==> config.mk <==
export PLATFORM = sky130hd
export DESIGN_NAME = mips_seq_alu
export DESIGN_NICKNAME = d
export VERILOG_FILES = /design/src/rtl/mips_alu_pkg.sv /design/src/rtl/mips_muldiv_core.sv /design/src/rtl/mips_seq_alu.sv
export SDC_FILE = /design/constraint.sdc
export NUM_CORES = 1
export LEC_CHECK = 0
export BUFFER_PORTS_ARGS = -buffer_cell sky130_fd_sc_hd__buf_2
export CAP_MARGIN = 20
export CELL_PAD_IN_SITES_DETAIL_PLACEMENT = 0
export CELL_PAD_IN_SITES_GLOBAL_PLACEMENT = 1
export CORE_UTILIZATION = 43
export CTS_BUF_LIST = sky130_fd_sc_hd__clkbuf_4
export DETAILED_ROUTE_END_ITERATION = 6
export GPL_ROUTABILITY_DRIVEN = 0
export GPL_TIMING_DRIVEN = 0
export PLACE_DENSITY_LB_ADDON = 0.1
export SYNTH_ARGS = -nofsm -noshare
export SYNTH_HDL_FRONTEND = slang
export SYNTH_SLANG_ARGS = --single-unit
==> constraint.sdc <==
create_clock -name clk -period 4.1 [get_ports clk]
set_input_delay 0.205 -clock clk [delete_from_list [all_inputs] [get_ports clk]]
set_output_delay 0.205 -clock clk [all_outputs]
set_load 0.05 [all_outputs]
==> src/rtl/mips_alu_pkg.sv <==
// Shared opcode/state types and helpers for the sequential MIPS ALU.
package mips_alu_pkg;

   localparam int unsigned OP_W = 4;

   typedef enum logic [OP_W-1:0] {
      OP_AND   = 4'b0000,
      OP_OR    = 4'b0001,
      OP_ADD   = 4'b0010,
      OP_MFHI  = 4'b0011,
      OP_MFLO  = 4'b0100,
      OP_SUB   = 4'b0110,
      OP_SLT   = 4'b0111,
      OP_MULT  = 4'b1000,
      OP_MULTU = 4'b1001,
      OP_DIV   = 4'b1010,
      OP_DIVU  = 4'b1011,
      OP_NOR   = 4'b1100
   } alu_op_e;

   typedef enum logic [1:0] {
      IDLE = 2'd0,
      ITER = 2'd1,
      FIX  = 2'd2,
      DONE = 2'd3
   } muldiv_state_e;

   function automatic logic is_muldiv(input alu_op_e op);
      return (op == OP_MULT) || (op == OP_MULTU) || (op == OP_DIV) || (op == OP_DIVU);
   endfunction

   function automatic logic is_div(input alu_op_e op);
      return (op == OP_DIV) || (op == OP_DIVU);
   endfunction

   function automatic logic is_signed_op(input alu_op_e op);
      return (op == OP_MULT) || (op == OP_DIV);
   endfunction

endpackage

==> src/rtl/mips_muldiv_core.sv <==
// Iterative radix-2 multiplier / restoring divider working on magnitudes,
// with the sign of signed results restored in a single FIX cycle.
module mips_muldiv_core
   import mips_alu_pkg::*;
#(
   parameter int unsigned WIDTH = 32
) (
   input  logic             clk,
   input  logic             rst_n,
   input  logic             start_i,
   input  alu_op_e          op_i,
   input  logic [WIDTH-1:0] a_i,
   input  logic [WIDTH-1:0] b_i,
   output logic             ready_o,
   output logic             done_c,
   output logic [WIDTH-1:0] hi_c,
   output logic [WIDTH-1:0] lo_c,
   output logic             dbz_c
);

   localparam int unsigned CW = $clog2(WIDTH);
   localparam int unsigned PW = 2 * WIDTH;

   muldiv_state_e    state_q, state_d;
   logic [CW-1:0]    cnt_q, cnt_d;
   alu_op_e          op_q, op_d;
   logic [PW-1:0]    acc_q, acc_d;
   logic [WIDTH-1:0] mcand_q, mcand_d;
   logic [WIDTH-1:0] a_q, a_d;
   logic             neg_q, neg_d;
   logic             aneg_q, aneg_d;
   logic             dbz_q, dbz_d;
   logic             ready_q;

   logic             a_neg, b_neg;
   logic [WIDTH-1:0] a_mag, b_mag;
   logic [WIDTH:0]   mul_sum, div_sh, div_diff;
   logic             div_ge;
   logic [PW-1:0]    prod;

   assign ready_o = ready_q;

   always_ff @(posedge clk or negedge rst_n) begin
      if (!rst_n) begin
         state_q <= IDLE;
         cnt_q   <= '0;
         op_q    <= OP_AND;
         acc_q   <= '0;
         mcand_q <= '0;
         a_q     <= '0;
         neg_q   <= 1'b0;
         aneg_q  <= 1'b0;
         dbz_q   <= 1'b0;
         ready_q <= 1'b1;
      end else begin
         state_q <= state_d;
         cnt_q   <= cnt_d;
         op_q    <= op_d;
         acc_q   <= acc_d;
         mcand_q <= mcand_d;
         a_q     <= a_d;
         neg_q   <= neg_d;
         aneg_q  <= aneg_d;
         dbz_q   <= dbz_d;
         ready_q <= (state_d == IDLE) || (state_d == DONE);
      end
   end

   always_comb begin
      state_d = state_q;
      cnt_d   = cnt_q;
      op_d    = op_q;
      acc_d   = acc_q;
      mcand_d = mcand_q;
      a_d     = a_q;
      neg_d   = neg_q;
      aneg_d  = aneg_q;
      dbz_d   = dbz_q;
      done_c  = 1'b0;
      hi_c    = acc_q[PW-1:WIDTH];
      lo_c    = acc_q[WIDTH-1:0];
      dbz_c   = dbz_q;
      prod    = acc_q;

      a_neg = is_signed_op(op_i) & a_i[WIDTH-1];
      b_neg = is_signed_op(op_i) & b_i[WIDTH-1];
      a_mag = a_neg ? -a_i : a_i;
      b_mag = b_neg ? -b_i : b_i;

      // One shift-add (mul) or restoring-subtract (div) step on the {HI,LO} accumulator
      mul_sum  = {1'b0, acc_q[PW-1:WIDTH]} + (acc_q[0] ? {1'b0, mcand_q} : '0);
      div_sh   = {acc_q[PW-1:WIDTH], acc_q[WIDTH-1]};
      div_ge   = div_sh >= {1'b0, mcand_q};
      div_diff = div_sh - {1'b0, mcand_q};

      case (state_q)
         IDLE, DONE: begin
            state_d = IDLE;
            if (start_i) begin
               state_d = ITER;
               cnt_d   = CW'(WIDTH - 1);
               op_d    = op_i;
               a_d     = a_i;
               aneg_d  = a_neg;
               neg_d   = a_neg ^ b_neg;
               dbz_d   = is_div(op_i) && (b_i == '0);
               if (is_div(op_i)) begin
                  acc_d   = {{WIDTH{1'b0}}, a_mag};
                  mcand_d = b_mag;
               end else begin
                  acc_d   = {{WIDTH{1'b0}}, b_mag};
                  mcand_d = a_mag;
               end
            end
         end
         ITER: begin
            if (!dbz_q) begin
               if (is_div(op_q)) begin
                  acc_d = {(div_ge ? div_diff[WIDTH-1:0] : div_sh[WIDTH-1:0]),
                           acc_q[WIDTH-2:0], div_ge};
               end else begin
                  acc_d = {mul_sum, acc_q[WIDTH-1:1]};
               end
            end
            cnt_d = cnt_q - CW'(1);
            if (cnt_q == '0) begin
               state_d = FIX;
               cnt_d   = '0;
            end
         end
         FIX: begin
            state_d = DONE;
            done_c  = 1'b1;
            if (dbz_q) begin
               lo_c = '1;
               hi_c = a_q;
            end else if (is_div(op_q)) begin
               lo_c = neg_q  ? -acc_q[WIDTH-1:0]     : acc_q[WIDTH-1:0];
               hi_c = aneg_q ? -acc_q[PW-1:WIDTH]    : acc_q[PW-1:WIDTH];
            end else begin
               prod = neg_q ? -acc_q : acc_q;
               hi_c = prod[PW-1:WIDTH];
               lo_c = prod[WIDTH-1:0];
            end
         end
         default: state_d = IDLE;
      endcase
   end

endmodule

==> src/rtl/mips_seq_alu.sv <==
// Clocked MIPS ALU: single-cycle logic/arith ops plus iterative mul/div into HI/LO.
module mips_seq_alu
   import mips_alu_pkg::*;
#(
   parameter int unsigned WIDTH = 32
) (
   input  logic             clk,
   input  logic             rst_n,
   input  logic             start,
   input  logic [OP_W-1:0]  opCode,
   input  logic [WIDTH-1:0] A,
   input  logic [WIDTH-1:0] B,
   output logic             ready,
   output logic             valid,
   output logic [WIDTH-1:0] ALU_Out,
   output logic             zero,
   output logic [WIDTH-1:0] HI,
   output logic [WIDTH-1:0] LO,
   output logic             div_by_zero
);

   alu_op_e          op;
   logic             accept;
   logic             md_done, md_dbz;
   logic [WIDTH-1:0] md_hi, md_lo;
   logic [WIDTH-1:0] logic_res;

   logic             valid_q, valid_d;
   logic [WIDTH-1:0] alu_q, alu_d;
   logic             zero_q, zero_d;
   logic [WIDTH-1:0] hi_q, hi_d;
   logic [WIDTH-1:0] lo_q, lo_d;
   logic             dbz_q, dbz_d;

   assign op     = alu_op_e'(opCode);
   assign accept = start & ready;

   assign valid       = valid_q;
   assign ALU_Out     = alu_q;
   assign zero        = zero_q;
   assign HI          = hi_q;
   assign LO          = lo_q;
   assign div_by_zero = dbz_q;

   mips_muldiv_core #(
      .WIDTH (WIDTH)
   ) u_core (
      .clk     (clk),
      .rst_n   (rst_n),
      .start_i (accept & is_muldiv(op)),
      .op_i    (op),
      .a_i     (A),
      .b_i     (B),
      .ready_o (ready),
      .done_c  (md_done),
      .hi_c    (md_hi),
      .lo_c    (md_lo),
      .dbz_c   (md_dbz)
   );

   // Single-cycle result; unlisted opcodes fall through to zero
   always_comb begin
      logic_res = '0;
      case (op)
         OP_AND:  logic_res = A & B;
         OP_OR:   logic_res = A | B;
         OP_ADD:  logic_res = A + B;
         OP_SUB:  logic_res = A - B;
         OP_SLT:  logic_res = WIDTH'($signed(A) < $signed(B));
         OP_NOR:  logic_res = ~(A | B);
         OP_MFHI: logic_res = hi_q;
         OP_MFLO: logic_res = lo_q;
         default: logic_res = '0;
      endcase
   end

   always_comb begin
      valid_d = 1'b0;
      alu_d   = alu_q;
      hi_d    = hi_q;
      lo_d    = lo_q;
      dbz_d   = 1'b0;
      if (md_done) begin
         valid_d = 1'b1;
         alu_d   = md_lo;
         hi_d    = md_hi;
         lo_d    = md_lo;
         dbz_d   = md_dbz;
      end else if (accept && !is_muldiv(op)) begin
         valid_d = 1'b1;
         alu_d   = logic_res;
      end
      zero_d = (alu_d == '0);
   end

   always_ff @(posedge clk or negedge rst_n) begin
      if (!rst_n) begin
         valid_q <= 1'b0;
         alu_q   <= '0;
         zero_q  <= 1'b1;
         hi_q    <= '0;
         lo_q    <= '0;
         dbz_q   <= 1'b0;
      end else begin
         valid_q <= valid_d;
         alu_q   <= alu_d;
         zero_q  <= zero_d;
         hi_q    <= hi_d;
         lo_q    <= lo_d;
         dbz_q   <= dbz_d;
      end
   end

endmodule

==> results of run 1 <==
-- critical path: stages --
cell and delay [ps]:
sky130_fd_sc_hd__buf_2 160, sky130_fd_sc_hd__dlygate4sd3_1 640, sky130_fd_sc_hd__inv_1 110, sky130_fd_sc_hd__ha_1 420, sky130_fd_sc_hd__or3_1 420, sky130_fd_sc_hd__nor2_1 160
sky130_fd_sc_hd__nand4b_1 360, sky130_fd_sc_hd__a211oi_2 250, sky130_fd_sc_hd__o211ai_1 310, sky130_fd_sc_hd__a31oi_1 210, sky130_fd_sc_hd__o311ai_1 540, sky130_fd_sc_hd__nand4_1 370
sky130_fd_sc_hd__nor4_1 360, sky130_fd_sc_hd__nand4b_1 270, sky130_fd_sc_hd__nor4_2 210
-- cells in the mapped netlist, drive strengths merged (22+ instances only) --
library cell  number  area, um^2
a211oi            65       488.0
a21o              53       397.9
a21oi            275        1376
a22oi             25       197.7
a31oi             31       193.9
buf               27       115.1
clkbuf           172       648.1
dfrtp            239        5981
ha               179        2240
inv              157       589.3
mux2              33       371.6
mux2i             28       280.3
nand2            405        1520
nand2b            23       143.9
nand3             36       180.2
nor2             264        1007
nor2b             24       150.1
nor3              56       280.3
nor4              40       256.5
o211ai            46       345.3
o21ai            311        1556
o31ai             43       327.8
o41ai             25       245.2
or3               22       147.6
xnor2            122        1069
xor2              62       543.0
-- worst max path at each step --
| stage | slack (ps) | cells after the start | startpoint | to |
|---|---|---|---|---|
| after global placement | -1910 | 1 | rst_n | ALU_Out[28] |
| after detailed placement | -1810 | 14 | u_core.acc_q[0] | zero |
| final | -180 | 15 | A[5] | zero |
| after floorplan | 270 | 14 | u_core.acc_q[0] | zero |
| after CTS | -280 | 14 | u_core.acc_q[0] | zero |
| after global routing | -190 | 12 | u_core.acc_q[6] | zero |
-- routing by layer --
layer	vias up	GRT usage	wire, um
met5	-	0	0
met4	0	0.2444	7610
met3	443	0.07764	11700
met2	1867	0.6515	52600
met1	13180	0.5104	45450
li1	12060	-	-
-- repair_timing --
item,CTS,global route
pin swaps,12,27
endpoints found under the hold margin,186,0
gates resized for setup,54,59
setup endpoints to repair,123,68
buffers inserted,9,16
hold buffers,55,0
-- metrics by stage --
step           hold slack (ps)  total power, W  std cells
6_report                 72.07         0.01048       4219
4_1_cts                 0.1945         0.01020       4200
2_1_floorplan           -90.59        0.005745       3124
3_3_place_gp             461.4        0.007193       3989
3_5_place_dp             187.6        0.007250       4001
5_1_grt                  67.76         0.01094       4218
-- cells by family after synthesis --
logic type                 Yosys count  synth area share
AOI/OAI and AO/OA                 1088            0.2954
xor gates and xnor gates           184           0.06804
adders and majority gates          183           0.09793
buffers and inverters              357           0.05726
DFF                                241            0.2547
muxes                               61           0.02752
and+or+nand+nor                   1010            0.1991
-- flip-flops by register name, indices dropped and copies added, names as in the netlist --
name,count
u_core.acc_q,64
LO,32
u_core.ready_o,1
zero,1
u_core.state_q,2
u_core.aneg_q,1
valid,1
u_core.a_q,32
u_core.cnt_q,5
div_by_zero,1
u_core.op_q,3
ALU_Out,32
u_core.dbz_c,1
HI,32
u_core.mcand_q,32
u_core.neg_q,1
-- power groups by stage --
stage                     registers, W  logic [W]  clock network, W
final                          0.00294    0.00475           0.00280
after global routing           0.00296    0.00505           0.00293
after CTS                      0.00291    0.00448           0.00281
after detailed placement       0.00296    0.00429                 0
after global placement         0.00295    0.00424                 0
after floorplan                0.00305    0.00270                 0
-- cell type report --
class                           count  area (um^2)
Timing Repair Buffer              262         1743
Multi-Input combinational cell   2526        16680
Fill cell                        5385        26350
Buffer                            197        803.3
Sequential cell                   241         6038
Inverter                          158        598.1
Clock inverter                     20        168.9
Antenna cell                        3        7.507
Tap cell                          696        870.8
Clock buffer                      116        870.8
==> metrics.md, run 1 <==
| Metric | Value |
|---|---|
| Total Negative Setup Slacks | -348.9 ps |
| Clock Sink Count | 241 |
| Area overhead of the layout relative to synthesis | 17.29% |
| Maximum operating frequency | 233.4 MHz |
| Run status | finished with violations |
| Maximum number of pins on one net before global-route repair | 114 |
| Congestion Overflow GR | 0 |
| Max VDD drop | 218.4 uV |
| Cell row count | 85 |
| Worst Path Class, Setup | input pin to flop |
| Count of nets left with antenna violations after detail routing | 0 |
| Worst slack after detailed placement | -1806 ps |
| Register area share after synthesis | 0.2547 |
| Synthesized instance count | 3124 |
| Clk_lat worst skew | 910 ps |
| Power per cell area | 377.4 nW/um^2 |
| Commonest non-fill, non-tap cell in the layout | sky130_fd_sc_hd__nand2_1 |
| Vias in the first global route | 26240 |
| Total core area | 54130 um^2 |
| Syn avg cell area | 7.582 um^2 |
| RSZ-0062 raised after global routing | true |
| Final slew viol count | 0 |
| Part of the power in registers | 0.280 |
| Capturing element type of the critical path | flop |
| Number of synthesized register bits | 241 |
| Initial antenna violation count | 2 |
| Terminating pin of the worst hold path | u_core.mcand_q[31] |
| TritonCTS clock tree | built |
| Most instantiated flip-flop cell in the synthesis netlist | sky130_fd_sc_hd__dfrtp_1 |
| Router iterations before antenna repair | 6 |
| Final critical delay including setup and external delays | 4284 ps |
| Worst r2r dst | zero |
| Total half-perimeter wirelength after legalization and detailed placement | 91.93 mm |
| Overall track demand over capacity in global routing | 0.4077 |
| Summed area of non-filler cells in the final layout | 27780 um^2 |
| Number of buffer cells added on primary ports | 169 |
| Net switching power | 0.004776 W |
| Share of final-layout standard cells stronger than drive strength 1 | 0.1401 |
| Ports | 171 |
| Maximum net fanout on the critical path | 6 |
| Violated checks | negative setup slack |
| Number of violations reported at the end of detailed-routing iteration 0 | 3187 |
| Fraction of power consumed by combinational cells | 0.453 |
| Width of the chip | 236.7 um |
| Number of enable-type register cells in the synthesized netlist | 0 |
| Root buffer cell | sky130_fd_sc_hd__clkbuf_4 |
| Synthesized net count | 3378 |
| Async S/R FF share, synth | 1.000 |
| Clock buffer depth | 3 |
| Cell Area, Synth | 23690 um^2 |
| Starting density of the core | 0.4376 |
| Internal power | 0.005707 W |
| Netlist cell types | 97 |
| Sw Ratio | 0.4556 |
| Number of buffers created by CTS | 76 |
| Post-Place Cell Area | 25550 um^2 |
| Lkg Pwr | 12.44 nW |
| Detailed-route wire length per cell | 27.82 um |
| Die extent in y | 236.7 um |
| Slew headroom | 0.1582 |
| DIE AREA | 56030 um^2 |
| Hold Path Class | input pin to flop |
| Final number of hold-violating endpoints | 0 |
| Share of total power in the clock network | 0.267 |
| Post-layout nets | 3716 |
| Hold Crit Depth | 6 |
| Element type at the critical path start | input pin |
| Warning count from the yosys run | 0 |
| Average via count per standard cell | 6.530 |
| Period utilization | 1.045 |
| Max-cap violations | 0 |
| Clk pin slew, worst setup/hold paths | 60 ps |
| Logic depth of the worst register-to-register path | 15 |
| Via Count | 27550 |
| Leading cell types in the layout, fill and taps excluded | sky130_fd_sc_hd__nand2_1, sky130_fd_sc_hd__o21ai_0, sky130_fd_sc_hd__a21oi_1 |
| Global-route wire length before repair | 169.5 mm |
| Final routed wirelength across all metal layers | 117.4 mm |
| Post-detailed-route DRC marker count | 0 |
| Count of endpoints failing setup in the final report | 5 |
| Worst endpoint data arrival time | 5020 ps |
| Slew @ Worst Pin | 1245 ps |
| Register-to-register setup slack | -110 ps |
| H-Tree Level Count | 3 |
| Worst clock skew | 102.1 ps |
| Hold Startpoint | B[28] |
| Core utilization of the finished layout | 0.5132 |
| Required @ worst endpoint | 4840 ps |
| Crit path setup slack, layout | -184.0 ps |
| Reg-to-reg critical path startpoint | u_core.acc_q[0] |
No activity file was read; power rests on OpenSTA's default activity.
==> run 2, diff against run 1 <==
--- a/config.mk
+++ b/config.mk
@@ -14,7 +14,9 @@
 export DETAILED_ROUTE_END_ITERATION = 6
 export GPL_ROUTABILITY_DRIVEN = 0
 export GPL_TIMING_DRIVEN = 0
+export HOLD_SLACK_MARGIN = 0.12
 export PLACE_DENSITY_LB_ADDON = 0.1
+export SLEW_MARGIN = 30
 export SYNTH_ARGS = -nofsm -noshare
 export SYNTH_HDL_FRONTEND = slang
 export SYNTH_SLANG_ARGS = --single-unit
==> metrics.md, run 2 (same netlist as run 1, synthesis figures left out) <==
| Metric | Value |
|---|---|
| Run status | finished with violations (unchanged) |
| Violated checks | design-rule violations, negative setup slack (was negative setup slack) |
| Starting density of the core | 0.4376 (unchanged) |
| Global-route wire length before repair | 171.6 mm (was 169.5 mm) |
| Commonest non-fill, non-tap cell in the layout | sky130_fd_sc_hd__nand2_1 (unchanged) |
| Leading cell types in the layout, fill and taps excluded | sky130_fd_sc_hd__nand2_1, sky130_fd_sc_hd__o21ai_0, sky130_fd_sc_hd__a21oi_1 (unchanged) |
| Count of endpoints failing setup in the final report | 3 (was 5) |
| Congestion Overflow GR | 0 (unchanged) |
| Logic depth of the worst register-to-register path | 13 (was 15) |
| Final instance count without filler cells | 4233 (was 4219) |
| Final number of hold-violating endpoints | 0 (unchanged) |
| DIE AREA | 56030 um^2 (unchanged) |
| Clock Sink Count | 241 (unchanged) |
| Final routed wirelength across all metal layers | 118.1 mm (was 117.4 mm) |
| Summed area of non-filler cells in the final layout | 28000 um^2 (was 27780 um^2) |
| Terminating pin of the worst hold path | ALU_Out[6] (was u_core.mcand_q[31]) |
| Average via count per standard cell | 6.526 (was 6.530) |
| Area overhead of the layout relative to synthesis | 18.22% (was 17.29%) |
| Overall track demand over capacity in global routing | 0.4128 (was 0.4077) |
| Max-cap violations | 0 (unchanged) |
| Width of the chip | 236.7 um (unchanged) |
| Root buffer cell | sky130_fd_sc_hd__clkbuf_4 (unchanged) |
| Number of violations reported at the end of detailed-routing iteration 0 | 3070 (was 3187) |
| Number of cells in the design after placement | 3997 (was 4001) |
| Post-detailed-route DRC marker count | 5 (was 0) |
| Element type at the critical path start | input pin (unchanged) |
| Worst clock skew | 58.61 ps (was 102.1 ps) |
| Count of nets left with antenna violations after detail routing | 0 (unchanged) |
| Worst slack after detailed placement | -1746 ps (was -1806 ps) |
| TritonCTS clock tree | built (unchanged) |
| Total core area | 54130 um^2 (unchanged) |
| Hold Startpoint | start (was B[28]) |
| Initial antenna violation count | 1 (was 2) |
| Lkg Pwr | 12.48 nW (was 12.44 nW) |
| Slew @ Worst Pin | 1133 ps (was 1245 ps) |
| Number of buffers created by CTS | 79 (was 76) |
| Period utilization | 1.074 (was 1.045) |
| Post-Place Cell Area | 25610 um^2 (was 25550 um^2) |
| Maximum number of pins on one net before global-route repair | 83 (was 114) |
| Slew headroom | 0.2432 (was 0.1582) |
| Worst endpoint data arrival time | 5150 ps (was 5020 ps) |
| Maximum operating frequency | 227.2 MHz (was 233.4 MHz) |
| Final critical delay including setup and external delays | 4402 ps (was 4284 ps) |
| H-Tree Level Count | 3 (unchanged) |
| Share of final-layout standard cells stronger than drive strength 1 | 0.1372 (was 0.1401) |
| Clock buffer depth | 3 (unchanged) |
| Detailed-route wire length per cell | 27.90 um (was 27.82 um) |
| Clk_lat worst skew | 870 ps (was 910 ps) |
| Hold Crit Depth | 4 (was 6) |
| Core utilization of the finished layout | 0.5173 (was 0.5132) |
| Capturing element type of the critical path | flop (unchanged) |
| Post-layout nets | 3736 (was 3716) |
| Ports | 171 (unchanged) |
| Vias in the first global route | 26650 (was 26240) |
| Max VDD drop | 182.6 uV (was 218.4 uV) |
| Router iterations before antenna repair | 7 (was 6) |
| Reg-to-reg critical path startpoint | u_core.acc_q[10] (was u_core.acc_q[0]) |
| Worst r2r dst | zero (unchanged) |
| Die extent in y | 236.7 um (unchanged) |
| Hold Path Class | input pin to flop (unchanged) |
| Number of flip-flops in the largest register | 64 (unchanged) |
| Number of buffer cells added on primary ports | 169 (unchanged) |
| Worst Path Class, Setup | input pin to flop (unchanged) |
| Via Count | 27630 (was 27550) |
| Maximum net fanout on the critical path | 10 (was 6) |
| Crit path setup slack, layout | -301.8 ps (was -184.0 ps) |
| Register with the most flip-flops | u_core.acc_q (unchanged) |
| Power per cell area | 367.7 nW/um^2 (was 377.4 nW/um^2) |
| RSZ-0062 raised after global routing | true (unchanged) |
| Final slew viol count | 0 (unchanged) |
| Cell row count | 85 (unchanged) |
| Clk pin slew, worst setup/hold paths | 60 ps (about the same) |
| Register-to-register setup slack | -270 ps (was -110 ps) |
| Required @ worst endpoint | 4850 ps (was 4840 ps) |
| Total half-perimeter wirelength after legalization and detailed placement | 91.91 mm (was 91.93 mm) |
-- run 2: cell types whose count changed in the layout (fill, tap and decap cells not counted), sizes merged --
cell,before,now
clkbuf,289,280
dlygate4sd3,54,82
buf,231,223
bufinv,3,1
inv,160,159
clkinv,13,24
clkdlybuf4s18,1,0
clkinvlp,2,0
diode,3,1
-- run 2: worst max-delay path, stage by stage --
cell	delay, ps
sky130_fd_sc_hd__buf_2	150
sky130_fd_sc_hd__dlygate4sd3_1	660
sky130_fd_sc_hd__inv_1	170
sky130_fd_sc_hd__ha_1	310
sky130_fd_sc_hd__clkbuf_1	270
sky130_fd_sc_hd__inv_1	250
sky130_fd_sc_hd__a2111oi_2	160
sky130_fd_sc_hd__or3_1	360
sky130_fd_sc_hd__and2_1	230
sky130_fd_sc_hd__o211ai_1	270
sky130_fd_sc_hd__a31oi_1	220
sky130_fd_sc_hd__o311ai_2	420
sky130_fd_sc_hd__nand4_1	410
sky130_fd_sc_hd__nor4_1	410
sky130_fd_sc_hd__nand4b_1	300
sky130_fd_sc_hd__nor4_2	350
-- run 2: how the worst max path moves through the flow --
stage                         start           to  slack, ps  cells after the start
finish                        A[14]         zero       -300                     16
global route        u_core.acc_q[0]         zero       -200                     14
CTS                 u_core.acc_q[0]         zero       -280                     14
detailed placement  u_core.acc_q[0]         zero      -1750                     14
global placement              rst_n  ALU_Out[28]      -1910                      1
floorplan           u_core.acc_q[0]         zero        270                     14
-- run 2: final cells by class --
type | instances | area, um^2
Antenna cell | 1 | 2.502
Buffer | 197 | 807.0
Clock buffer | 109 | 818.3
Clock inverter | 26 | 126.4
Fill cell | 5461 | 26130
Inverter | 158 | 596.8
Multi-Input combinational cell | 2526 | 16790
Sequential cell | 241 | 6036
Tap cell | 696 | 870.8
Timing Repair Buffer | 279 | 1957
-- run 2: through the flow --
stage	hold slack [ps]	setup TNS, ps	power [W]
floorplan	-90.59	0	0.005745
global placement	461.4	-534370	0.007193
detailed placement	62.55	-56400	0.007258
CTS	125.6	-276.4	0.01004
global route	209.9	-306.6	0.01077
finish	197.2	-318.0	0.01030
-- run 2: timing repair --
item,in CTS,in global routing
endpoints found under the hold margin,333,0
endpoints found under the setup margin,108,54
hold buffers,83,0
buffers inserted,12,7
pin swaps,13,17
gates cloned,0,0
gates resized for setup,55,59
-- run 2: report_power, final --
group / internal, W / leakage (nW) / switching, W / total [W]
Sequential: 0.00267 / 2.98 / 0.000271 / 0.00294
Combinational: 0.00156 / 8.93 / 0.00321 / 0.00477
Clock: 0.00128 / 0.565 / 0.00131 / 0.00259
Total: 0.00551 / 12.5 / 0.00479 / 0.0103
-- run 2: per-layer routing --
layer  GRT usage  share of wire  vias up
met5           0              0        -
met4      0.2704          0.073        0
met3     0.08347           0.10      475
met2      0.6496           0.44     1838
met1      0.5133           0.39    13230
li1            -              -    12090
